<file path="src/rtl/uart_pkg.sv">
// =============================================================================
// Module : uart_pkg
// Desc   : Shared UART engine states, frame-length constants and helpers
// Rev    : 1.0
// =============================================================================
`default_nettype none

package uart_pkg;

    typedef enum logic [1:0] {
        IDLE  = 2'd0,
        START = 2'd1,
        DATA  = 2'd2
    } uart_state_t;

    localparam int SHIFT_W       = 10;
    localparam int FRAME_LEN_MIN = 8;
    localparam int FRAME_LEN_MAX = 10;

    // Samples taken after the start bit: data (7/8) + optional parity + stop.
    function automatic logic [3:0] frame_len(input logic eight, input logic pen);
        return 4'd8 + {3'b000, eight} + {3'b000, pen};
    endfunction

endpackage

`default_nettype wire

</file>
<file path="src/rtl/rx_bit_timer.sv">
// =============================================================================
// Module : rx_bit_timer
// Desc   : Bit-time counter, half-bit tick in START, full-bit ticks in DATA
// Rev    : 1.0
// =============================================================================
`default_nettype none

module rx_bit_timer
    import uart_pkg::*;
#(
    parameter int BAUD_W = 19
) (
    input  logic              clk,
    input  logic              reset,
    input  uart_state_t       state,
    input  logic [BAUD_W-1:0] baud_k,
    output logic              tick
);

    localparam logic [BAUD_W-1:0] C_ONE = {{(BAUD_W-1){1'b0}}, 1'b1};

    logic [BAUD_W-1:0] cnt;
    logic [BAUD_W-1:0] half_m1;
    logic [BAUD_W-1:0] full_m1;

    assign half_m1 = (baud_k >> 1) - C_ONE;
    assign full_m1 = baud_k - C_ONE;

    always_comb begin
        tick = 1'b0;
        case (state)
            START:   tick = (cnt == half_m1);
            DATA:    tick = (cnt == full_m1);
            default: tick = 1'b0;
        endcase
    end

    always_ff @(posedge clk) begin
        if (reset || state == IDLE || tick) begin
            cnt <= '0;
        end else begin
            cnt <= cnt + C_ONE;
        end
    end

endmodule

`default_nettype wire

</file>
<file path="src/rtl/receive_engine.sv">
// =============================================================================
// Module : receive_engine
// Desc   : UART receiver with parity, framing and overrun status flags
// Rev    : 1.0
// =============================================================================
`default_nettype none

module receive_engine
    import uart_pkg::*;
#(
    parameter int BAUD_W = 19
) (
    input  logic              clk,
    input  logic              reset,
    input  logic              RX,
    input  logic [BAUD_W-1:0] BAUD_K,
    input  logic              EIGHT,
    input  logic              PEN,
    input  logic              OHEL,
    input  logic              READ,
    output logic [7:0]        RDATA,
    output logic              RX_RDY,
    output logic              PERR,
    output logic              FERR,
    output logic              OVF
);

    uart_state_t          state;
    uart_state_t          state_nxt;
    logic                 rx_s1;
    logic                 rx_s2;
    logic                 tick;
    logic [BAUD_W-1:0]    baud_k_l;
    logic                 eight_l;
    logic                 pen_l;
    logic                 ohel_l;
    logic [3:0]           bit_cnt;
    logic [3:0]           len;
    logic                 last_bit;
    logic                 start_frame;
    logic                 final_sample;
    logic                 done;
    logic [SHIFT_W-1:0]   shift_reg;
    logic [SHIFT_W-1:0]   frame;
    logic [7:0]           data_bits;
    logic                 par_rx;
    logic                 par_exp;

    rx_bit_timer #(
        .BAUD_W (BAUD_W)
    ) u_timer (
        .clk    (clk),
        .reset  (reset),
        .state  (state),
        .baud_k (baud_k_l),
        .tick   (tick)
    );

    assign len      = frame_len(eight_l, pen_l);
    assign last_bit = (bit_cnt == len - 4'd1);

    always_ff @(posedge clk) begin
        if (reset) begin
            state <= IDLE;
        end else begin
            state <= state_nxt;
        end
    end

    always_comb begin
        state_nxt    = state;
        start_frame  = 1'b0;
        final_sample = 1'b0;
        case (state)
            IDLE: begin
                if (!rx_s2) begin
                    state_nxt   = START;
                    start_frame = 1'b1;
                end
            end
            START: begin
                if (tick) begin
                    state_nxt = rx_s2 ? IDLE : DATA;
                end
            end
            DATA: begin
                if (tick && last_bit) begin
                    state_nxt    = IDLE;
                    final_sample = 1'b1;
                end
            end
            default: state_nxt = IDLE;
        endcase
    end

    // Stop bit is always the most recent sample, i.e. the MSB before justification.
    assign frame     = shift_reg >> (4'd10 - len);
    assign data_bits = eight_l ? frame[7:0] : {1'b0, frame[6:0]};
    assign par_rx    = eight_l ? frame[8] : frame[7];
    assign par_exp   = (^data_bits) ^ ohel_l;

    always_ff @(posedge clk) begin
        if (reset) begin
            rx_s1     <= 1'b1;
            rx_s2     <= 1'b1;
            baud_k_l  <= '0;
            eight_l   <= 1'b0;
            pen_l     <= 1'b0;
            ohel_l    <= 1'b0;
            bit_cnt   <= 4'd0;
            shift_reg <= '1;
            done      <= 1'b0;
            RDATA     <= 8'h00;
            RX_RDY    <= 1'b0;
            PERR      <= 1'b0;
            FERR      <= 1'b0;
            OVF       <= 1'b0;
        end else begin
            rx_s1 <= RX;
            rx_s2 <= rx_s1;
            done  <= final_sample;

            if (start_frame) begin
                baud_k_l <= BAUD_K;
                eight_l  <= EIGHT;
                pen_l    <= PEN;
                ohel_l   <= OHEL;
            end

            if (state != DATA) begin
                bit_cnt <= 4'd0;
            end else if (tick) begin
                shift_reg <= {rx_s2, shift_reg[SHIFT_W-1:1]};
                bit_cnt   <= last_bit ? 4'd0 : bit_cnt + 4'd1;
            end

            if (READ) begin
                RX_RDY <= 1'b0;
                OVF    <= 1'b0;
            end

            // Completion wins over a coincident READ.
            if (done) begin
                RDATA  <= data_bits;
                PERR   <= pen_l & (par_rx != par_exp);
                FERR   <= ~shift_reg[SHIFT_W-1];
                RX_RDY <= 1'b1;
                if (RX_RDY && !READ) begin
                    OVF <= 1'b1;
                end
            end
        end
    end

endmodule

`default_nettype wire

</file>
<file path="config.mk">
export PLATFORM = sky130hd
export DESIGN_NAME = receive_engine
export DESIGN_NICKNAME = d
export VERILOG_FILES = /design/src/rtl/uart_pkg.sv /design/src/rtl/rx_bit_timer.sv /design/src/rtl/receive_engine.sv
export SDC_FILE = /design/constraint.sdc
export NUM_CORES = 1
export LEC_CHECK = 0
export BUFFER_PORTS_ARGS = -buffer_cell sky130_fd_sc_hd__buf_2
export CORE_UTILIZATION = 54
export CTS_CLUSTER_DIAMETER = 200
export CTS_CLUSTER_SIZE = 25
export DETAILED_ROUTE_END_ITERATION = 10
export PLACE_DENSITY = 0.76
export SLEW_MARGIN = 40
export SYNTH_ARGS = -nofsm -noshare
export SYNTH_HDL_FRONTEND = slang
export SYNTH_HIERARCHICAL = 1
export SYNTH_SLANG_ARGS = --single-unit
</file>
<file path="constraint.sdc">
create_clock -name clk -period 4.2 [get_ports clk]
set_clock_uncertainty 0.15 [all_clocks]
set_input_delay 0.42 -clock clk [delete_from_list [all_inputs] [get_ports clk]]
set_output_delay 0.42 -clock clk [all_outputs]
set_load 0.02 [all_outputs]
</file>
==> results of run 1 <==
==> worst max-delay path by stage <==
stage                     slack, ns  depth (start not counted)  startpoint           end
final                          0.36                         14    state[0]  shift_reg[9]
after global routing          0.006                         15    state[0]  shift_reg[7]
after CTS                      0.25                         14    state[0]  shift_reg[7]
after detailed placement       0.26                         14    state[0]  shift_reg[7]
after global placement         0.41                         13    state[0]  shift_reg[9]
after floorplan                0.07                         20    state[0]  shift_reg[8]
==> metrics by stage <==
step	power [W]	setup WS, ns	std cells	hold WS, ns
floorplan	0.0008649	0.06590	539	0.2395
CTS	0.001429	0.2549	670	0.09118
finish	0.001425	0.3636	670	0.1028
global route	0.001485	0.005985	670	0.08245
global placement	0.0009082	0.4085	656	0.2454
detailed placement	0.0009153	0.2579	656	0.2449
==> area by class of cell <==
type / instances / area share, %
multi-input cells: 427 / 57.47
repair buffers: 45 / 5.146
clock inverters: 4 / 0.9976
inverters: 10 / 0.7876
clock buffers: 10 / 2.678
well taps: 102 / 2.678
flip-flops and latches: 72 / 30.24
==> cells by family (layout without fill, tap and decap cells) <==
logic type               count (synthesis)  after routing
AO/OA/AOI/OAI                          104            104
XOR/XNOR                                49             49
adder cells (fa/ha/maj)                  8              8
buffers and inverters                   40             69
flip-flops                              72             72
multiplexers                            38             38
AND/OR/NAND/NOR                        228            228
==> cell usage after synthesis, drive strengths merged, types with 11 or more instances <==
| master | n |
|---|---|
| nand2 | 98 |
| xnor2 | 32 |
| o21ai | 16 |
| nor2 | 37 |
| nand3 | 11 |
| nor2b | 13 |
| nand3b | 12 |
| a21oi | 59 |
| mux2i | 34 |
| xor2 | 17 |
| dfxtp | 72 |
| nor3 | 12 |
| clkbuf | 20 |
==> per-layer routing <==
metal	vias up	part of all wire [%]	global-route usage [%]
li1	1918	-	-
met1	1808	43	29.17
met2	83	52	46.27
met3	17	3.4	4.975
met4	0	1.7	6.510
met5	-	0	0
==> power groups by stage <==
stage                     sequential (W)  combinational (W)  clock [W]
after global placement          0.000721           0.000187          0
after global routing            0.000708           0.000214   0.000564
after detailed placement        0.000722           0.000194          0
after CTS                       0.000706           0.000194   0.000530
after floorplan                 0.000716           0.000149          0
final                           0.000706           0.000196   0.000524
==> critical path, cell delays in order (launching register included) <==
cell and delay (ns):
dfxtp_1 0.44, inv_1 0.09, ha_1 0.26, mux2i_1 0.27
ha_1 0.22, nor2b_1 0.18, nand4b_1 0.23, nor4_4 0.39
mux2_2 0.37, a21oi_1 0.12, and4bb_1 0.22, and2_2 0.28
and2_1 0.20, nor2_1 0.05, a211o_1 0.26
==> what timing repair did <==
item | CTS | global route
hold buffers | 0 | 0
setup endpoints to repair | 0 | 12
resized for setup | 0 | 2
==> results.py, run 1 <==
metrics = {
    "outcome": {
        "status": "completed",
    },
    "worst_setup_path": {
        "arrival_ns": 3.92,
        "reg2reg_to": "shift_reg[9]",
        "rr_worst_depth": 14,
        "worst-path-max-fanout": 11,
        "cp-end-kind": "register",
        "r2r_start": "state[0]",
        "rrSetupSlack_ns": 0.36,
        "critPathLaunchType": "register",
        "required_ns": 4.29,
        "criticalPathCategory": "reg -> reg",
    },
    "pwr": {
        "pwr-share-comb_pct": 13.7,
        "cellPowerDensity_nw_per_um2": 299.1,
        "switching_power_w": 0.0003845,
        "internal_power_w": 0.001041,
        "p_clk_share_pct": 36.8,
        "seqPwrFrac_pct": 49.5,
        "swShare_pct": 26.97,
        "ir_drop_mv": 0.2031,
        "p_leak_nw": 1.857,
    },
    "synthesis": {
        "synth_top_family_by_area": "simple AND/OR/NAND/NOR gates",
        "synth_top_area_share_pct": 33.03,
        "synth-seq-cells": 72,
        "synth_fa_ha_area_share_pct": 2.294,
        "synth_warnings": 6,
        "synth.avg_cell_area_sq_um": 8.097,
        "syn_inst": 539,
        "yosys_most_used_dff": "dfxtp_1",
        "yosysTopAreaCell": "dfxtp_1",
        "ys_seq_area_share_pct": 33.03,
        "synth_cell_types": 64,
        "synth_edf_count": 0,
        "synth-compound-area-share_pct": 14.91,
        "synth-simple-area-share_pct": 26.09,
        "synth_area_leaders": "dfxtp_1, nand2_1, mux2i_1, a21oi_1, xnor2_1",
        "synth.cell_area_sq_um": 4364,
        "syn-num-nets": 573,
        "async_reset_ff_share_pct": 0,
        "synth_mux_area_share_pct": 9.375,
        "synth-xor-area-share_pct": 9.834,
    },
    "clock_network": {
        "clk_path_buf_depth": 2,
        "path_clk_slew_ns": 0.08,
        "clockRootBuffer": "clkbuf_8",
        "postCtsSetupRepairBufs": 0,
        "htree_num_levels": 3,
        "clock-sinks": 72,
        "numCtsBuffers": 9,
        "clock_latency_ns": 0.35,
        "cts_tree": "built",
    },
    "timing": {
        "finalSetupViolCount": 0,
        "fmax_ghz": 0.2607,
        "slew_headroom_pct": 48.83,
        "hold_violations": 0,
        "finalMaxSlewViolations": 0,
        "min_period_ns": 3.836,
        "setup_tns_ns": 0,
        "worst-slew-pin-transition_ns": 0.7668,
        "grt_setup_unrepaired": "no",
        "post-route-period-util_pct": 91.34,
    },
    "layout": {
        "layout_commonest_cell": "nand2_1",
        "antennaDiodeCount": 0,
        "final_core_util_pct": 61.36,
        "layout.nets": 599,
        "final-seq-area_sq_um": 1441,
        "design_area_sq_um": 4766,
        "most-common-layout-cells": "nand2_1, dfxtp_1, a21oi_1",
        "syn_to_final_growth_pct": 9.203,
        "num-fill-cells": 735,
        "multi_input_area_sq_um": 2739,
        "drive_gt1_share_pct": 13.73,
    },
    "floorplan": {
        "row_count": 32,
        "dieArea_sq_um": 8446,
        "initial_utilization_pct": 56.19,
        "core-area_sq_um": 7767,
        "dieWidth_um": 91.90,
        "fp.dieH_um": 91.90,
        "io_pins": 38,
    },
    "place": {
        "place_hpwl_um": 7468,
        "io_buffers": 37,
        "place_area_sq_um": 4587,
        "gp_congestion": 0.8702,
    },
    "global_route": {
        "grt_usage_pct": 25.01,
        "overflow": 0,
        "grt_max_degree": 52,
        "antenna_found_initial": 0,
        "grt_pass1_wl_um": 16860,
        "grt_pass1_vias": 3594,
    },
    "drt": {
        "vias": 3826,
        "dr.pass1.iters": 4,
        "via_per_inst": 5.710,
        "routed_wirelength_um": 10190,
        "wl_per_cell_um": 15.21,
        "drtIter0Drc": 188,
        "antenna_left": 0,
        "route.detailed.drc": 0,
    },
    "hold_path": {
        "hold_class": "in -> reg",
        "hold_depth": 2,
        "min_to": "rx_s1",
        "hp-start": "RX",
    },
    "job": {
        "drv_cap": 0,
    },
}
No activity file was read; power rests on OpenSTA's default activity.
==> run 2: changes to the inputs <==
Settings changed: CORE_UTILIZATION 54 to 55, GPL_ROUTABILITY_DRIVEN set to 0, PLACE_DENSITY 0.76 to 0.77, SYNTH_HIERARCHICAL 1 to not set.
==> results.py, run 2 <==
metrics = {
    "layout": {
        "final-seq-area_sq_um": 1441,
        "syn_to_final_growth_pct": 8.880,
        "antennaDiodeCount": 0,
        "drive_gt1_share_pct": 14.43,
        "num-fill-cells": 734,
        "multi_input_area_sq_um": 2810,
        "layout_commonest_cell": "nand2_1",
        "layout.nets": 633,
        "most-common-layout-cells": "nand2_1, dfxtp_1, a21oi_1",
    },
    "global_route": {
        "grt_max_degree": 43,
        "grt_usage_pct": 25.81,
        "grt_pass1_wl_um": 17800,
        "overflow": 0,
        "antenna_found_initial": 0,
        "grt_pass1_vias": 3956,
    },
    "clock_network": {
        "numCtsBuffers": 9,
        "clock-sinks": 72,
        "clock_latency_ns": 0.36,
        "hold_buffers": 0,
        "htree_num_levels": 3,
        "postCtsSetupRepairBufs": 0,
        "clockRootBuffer": "clkbuf_8",
        "cts_resized": 0,
        "cts_tree": "built",
        "clk_path_buf_depth": 2,
        "path_clk_slew_ns": 0.08,
    },
    "job": {
        "drv_cap": 0,
    },
    "synthesis": {
        "synth_common_cells": "nand2_1, dfxtp_1, a21oi_1, nor2_1, xnor2_1",
        "synth_warnings": 0,
        "syn-num-nets": 619,
        "yosysTopAreaCell": "dfxtp_1",
        "syn_inst": 584,
        "synth-seq-cells": 72,
        "synth.avg_cell_area_sq_um": 7.769,
        "synth_cell_types": 68,
        "synth_area_leaders": "dfxtp_1, xnor2_1, nand2_1, a21oi_1, nor2_1",
        "yosys_most_used_dff": "dfxtp_1",
        "synth_edf_count": 0,
        "ys_seq_area_share_pct": 31.77,
        "synth_top_area_share_pct": 31.77,
        "yosys.cell_count.top_type": "nand2_1",
        "async_reset_ff_share_pct": 0,
        "synth.cell_area_sq_um": 4537,
    },
    "floorplan": {
        "fp.dieH_um": 92.83,
        "dieArea_sq_um": 8616,
        "io_pins": 38,
        "row_count": 32,
        "core-area_sq_um": 7848,
        "dieWidth_um": 92.83,
        "initial_utilization_pct": 57.81,
    },
    "timing": {
        "post-route-period-util_pct": 90.09,
        "min_period_ns": 3.784,
        "hold_violations": 0,
        "fin_hold_ws_ns": 0.08793,
        "slew_headroom_pct": 48.84,
        "setup_tns_ns": 0,
        "grt_setup_unrepaired": "no",
        "finalSetupViolCount": 0,
        "setup_ws_ns": 0.4163,
        "fmax_ghz": 0.2643,
        "worst-slew-pin-transition_ns": 0.7656,
        "finalMaxSlewViolations": 0,
    },
    "place": {
        "io_buffers": 37,
        "place_ws_ns": 0.2957,
        "place_hpwl_um": 7604,
    },
    "pwr": {
        "cellPowerDensity_nw_per_um2": 297.5,
        "p_leak_nw": 1.893,
        "seqPwrFrac_pct": 48.1,
        "ir_drop_mv": 0.1679,
        "p_clk_share_pct": 38.0,
        "internal_power_w": 0.001076,
        "swShare_pct": 26.79,
        "pwr-share-comb_pct": 13.9,
        "switching_power_w": 0.0003936,
    },
    "drt": {
        "wl_met3_um": 393,
        "dr.pass1.iters": 5,
        "highest_layer": "met4",
        "antenna_left": 0,
        "route.detailed.drc": 0,
        "routed_wirelength_um": 10410,
        "wl_met2_um": 5200,
        "vias": 4120,
        "wl_per_cell_um": 14.76,
        "drtIter0Drc": 233,
        "m1WireLength_um": 4582,
        "via_per_inst": 5.844,
    },
    "worst_setup_path": {
        "rr_worst_depth": 14,
        "cp-end-kind": "register",
        "criticalPathCategory": "reg -> reg",
        "critPathLaunchType": "register",
        "worst-path-max-fanout": 9,
        "arrival_ns": 3.93,
        "required_ns": 4.35,
    },
    "outcome": {
        "status": "completed",
    },
    "hold_path": {
        "hold_depth": 2,
        "hold_class": "in -> reg",
    },
}
run 2: final timing paths:
| kind | startpoint | end | slack [ns] |
|---|---|---|---|
| setup / recovery | state[0] | bit_cnt[0] | 0.42 |
| hold / removal | RX | rx_s1 | 0.09 |
| setup reg to reg | state[0] | bit_cnt[0] | 0.42 |
| hold reg to reg | rx_s1 | rx_s2 | 0.27 |
run 2: power groups by stage:
stage          Combinational [W]  Clock [W]  Sequential (W)
2_1_floorplan           0.000166          0        0.000712
3_3_place_gp            0.000195          0        0.000723
3_5_place_dp            0.000201          0        0.000723
4_1_cts                 0.000203   0.000567        0.000707
5_1_grt                 0.000225   0.000602        0.000709
6_report                0.000204   0.000558        0.000707
run 2: layout make-up:
type                            instances  area share [%]
Clock inverter                          4           1.089
Clock buffer                           12           2.938
Multi-Input combinational cell        441           56.89
Sequential cell                        72           29.18
Timing Repair Buffer                   47           5.268
Inverter                               27           2.052
Tap cell                              102           2.584
run 2: worst max-delay path, cell delays in order (launching register included):
cell	delay, ns
dfxtp_1	0.33
inv_2	0.09
ha_4	0.16
mux2i_1	0.27
ha_2	0.28
a21bo_2	0.25
or4_1	0.49
nor2_2	0.17
and4_1	0.20
o2111a_1	0.17
nand4_1	0.16
nor4_4	0.30
buf_4	0.19
or3b_1	0.37
a21oi_2	0.14
run 2: metal layers:
layer / global-route usage [%] / vias to the layer above
met5: 0 / -
met4: 11.41 / 0
met3: 4.598 / 24
met2: 44.73 / 95
met1: 30.96 / 1957
li1: - / 2044
run 2: per-stage QoR:
stage	total power (W)	utilization, %	cells	cell area, sq um
global route	0.001536	62.95	705	4940
CTS	0.001477	62.76	703	4925
floorplan	0.0008788	-	584	4583
global placement	0.0009174	60.22	687	4726
detailed placement	0.0009234	60.22	687	4726
finish	0.001469	62.95	705	4940
run 2: kinds of logic (layout without fill, tap and decap cells):
family,count (synthesis),in the layout,share of synthesized area (%)
simple gates,249,249,28.65
fa+ha+maj,9,9,2.482
compound gates,113,113,16.27
mux,15,15,3.364
flops,72,72,31.77
buf+inv,71,90,6.674
xor+xnor,55,55,10.78
==> run 3: changes to the inputs <==
==> constraint.sdc (replaced) <==
create_clock -name clk -period 4.2 [get_ports clk]
set_clock_uncertainty 0.15 [all_clocks]
set_input_delay 0 -clock clk [delete_from_list [all_inputs] [get_ports clk]]
set_output_delay 0 -clock clk [all_outputs]
set_load 0.02 [all_outputs]
==> results.py, run 3 (synthesized netlist as in run 2, its figures left out) <==
metrics = {
    "place": {
        "place_hpwl_um": 7604,
        "dp.cells": 687,
        "place_area_sq_um": 4726,
        "io_buffers": 37,
    },
    "global_route": {
        "grt_max_degree": 43,
        "grt_pass1_wl_um": 18200,
        "grt_pass1_vias": 4023,
        "grt_usage_pct": 26.46,
        "antenna_found_initial": 0,
        "overflow": 0,
    },
    "floorplan": {
        "initial_utilization_pct": 57.81,
        "row_count": 32,
        "io_pins": 38,
        "fp.dieH_um": 92.83,
        "dieWidth_um": 92.83,
        "core-area_sq_um": 7848,
        "dieArea_sq_um": 8616,
    },
    "layout": {
        "fin_cells": 729,
        "drive_gt1_share_pct": 13.88,
        "syn_to_final_growth_pct": 14.18,
        "antennaDiodeCount": 0,
        "most-common-layout-cells": "nand2_1, dfxtp_1, a21oi_1",
        "final_core_util_pct": 66.01,
        "layout_commonest_cell": "nand2_1",
        "design_area_sq_um": 5180,
        "layout.nets": 657,
        "num-fill-cells": 709,
    },
    "timing": {
        "worst-slew-pin-transition_ns": 0.7613,
        "slew_headroom_pct": 49.13,
        "min_period_ns": 3.823,
        "finalMaxSlewViolations": 0,
        "hold_violations": 0,
        "finalSetupViolCount": 0,
        "setup_tns_ns": 0,
        "fmax_ghz": 0.2616,
        "grt_setup_unrepaired": "no",
        "post-route-period-util_pct": 91.03,
    },
    "pwr": {
        "pwr-share-comb_pct": 14.9,
        "cellPowerDensity_nw_per_um2": 287.5,
        "p_leak_nw": 1.993,
        "total_power_w": 0.001489,
        "seqPwrFrac_pct": 47.5,
        "switching_power_w": 0.0003990,
        "ir_drop_mv": 0.1713,
        "internal_power_w": 0.001090,
        "p_clk_share_pct": 37.6,
        "swShare_pct": 26.79,
    },
    "clock_network": {
        "clock_latency_ns": 0.36,
        "path_clk_slew_ns": 0.08,
        "clockRootBuffer": "clkbuf_8",
        "clk_path_buf_depth": 2,
        "htree_num_levels": 3,
        "numCtsBuffers": 9,
        "clock-sinks": 72,
        "cts_resized": 0,
        "cts_tree": "built",
    },
    "worst_setup_path": {
        "rrSetupSlack_ns": 0.38,
        "reg2reg_to": "bit_cnt[0]",
        "criticalPathCategory": "reg -> reg",
        "cp-startpoint": "state[0]",
        "required_ns": 4.35,
        "r2r_start": "state[0]",
        "critical_path.endpoint": "bit_cnt[0]",
        "arrival_ns": 3.97,
        "rr_worst_depth": 14,
        "cp-end-kind": "register",
        "critPathLaunchType": "register",
        "worst-path-max-fanout": 8,
    },
    "hold_path": {
        "hold_class": "in -> reg",
    },
    "drt": {
        "antenna_left": 0,
        "route.detailed.drc": 0,
        "drtIter0Drc": 246,
        "vias": 4205,
        "via_per_inst": 5.768,
        "wl_per_cell_um": 14.66,
        "dr.pass1.iters": 5,
        "routed_wirelength_um": 10690,
    },
    "job": {
        "drv_cap": 0,
    },
    "outcome": {
        "status": "completed",
    },
}
[run 3: area by class of cell]
class	instances	area, sq um	area share (%)
tap	102	127.6	2.464
inverter	27	101.3	1.957
clock inverter	4	53.80	1.039
multi-input combinational	441	2810	54.25
timing repair buffer	71	500.5	9.662
sequential	72	1441	27.83
clock buffer	12	145.1	2.802
[run 3: layer usage]
metal	vias up	global-route usage (%)	wire (um)
met5	-	0	0
met4	0	11.41	279
met3	32	4.598	417
met2	101	46.02	5359
met1	1976	31.80	4635
li1	2096	-	-
[run 3: how the worst min path moves through the flow]
| stage | start | to | slack, ns | cells past startpoint |
|---|---|---|---|---|
| after floorplan | READ | OVF | -0.07 | 1 |
| after global placement | READ | OVF | 0.03 | 2 |
| after detailed placement | READ | OVF | 0.04 | 2 |
| after CTS | reset | FERR | 0.04 | 2 |
| after global routing | reset | FERR | 0.10 | 2 |
| final | reset | FERR | 0.03 | 2 |
[run 3: through the flow]
step / setup WS [ns] / hold slack, ns
4_1_cts: 0.2529 / 0.04128
6_report: 0.3767 / 0.03106
3_5_place_dp: 0.2957 / 0.03550
3_3_place_gp: 0.4204 / 0.03116
5_1_grt: 0.1003 / 0.1048
2_1_floorplan: 0.01029 / -0.07069
[run 3: timing repair]
action / 4_1_cts / 5_1_grt
hold buffers: 24 / 0
setup endpoints to repair: 0 / 29
endpoints found under the hold margin: 25 / 0
setup buffers: 0 / 2
[run 3: power by group through the flow]
stage	sequential [W]	clock [W]	combinational [W]
2_1_floorplan	0.000712	0	0.000166
3_3_place_gp	0.000723	0	0.000195
3_5_place_dp	0.000723	0	0.000201
4_1_cts	0.000707	0.000567	0.000220
5_1_grt	0.000709	0.000603	0.000245
6_report	0.000707	0.000560	0.000222
[run 3: worst max-delay path: stages, from the launching register on]
cell      delay, ns
dfxtp_1        0.33
inv_2          0.09
ha_4           0.16
mux2i_1        0.27
ha_2           0.28
a21bo_2        0.25
or4_1          0.48
nor2_2         0.17
and4_1         0.20
o2111a_1       0.17
nand4_1        0.16
nor4_4         0.33
buf_4          0.19
or3b_1         0.37
a21oi_2        0.14
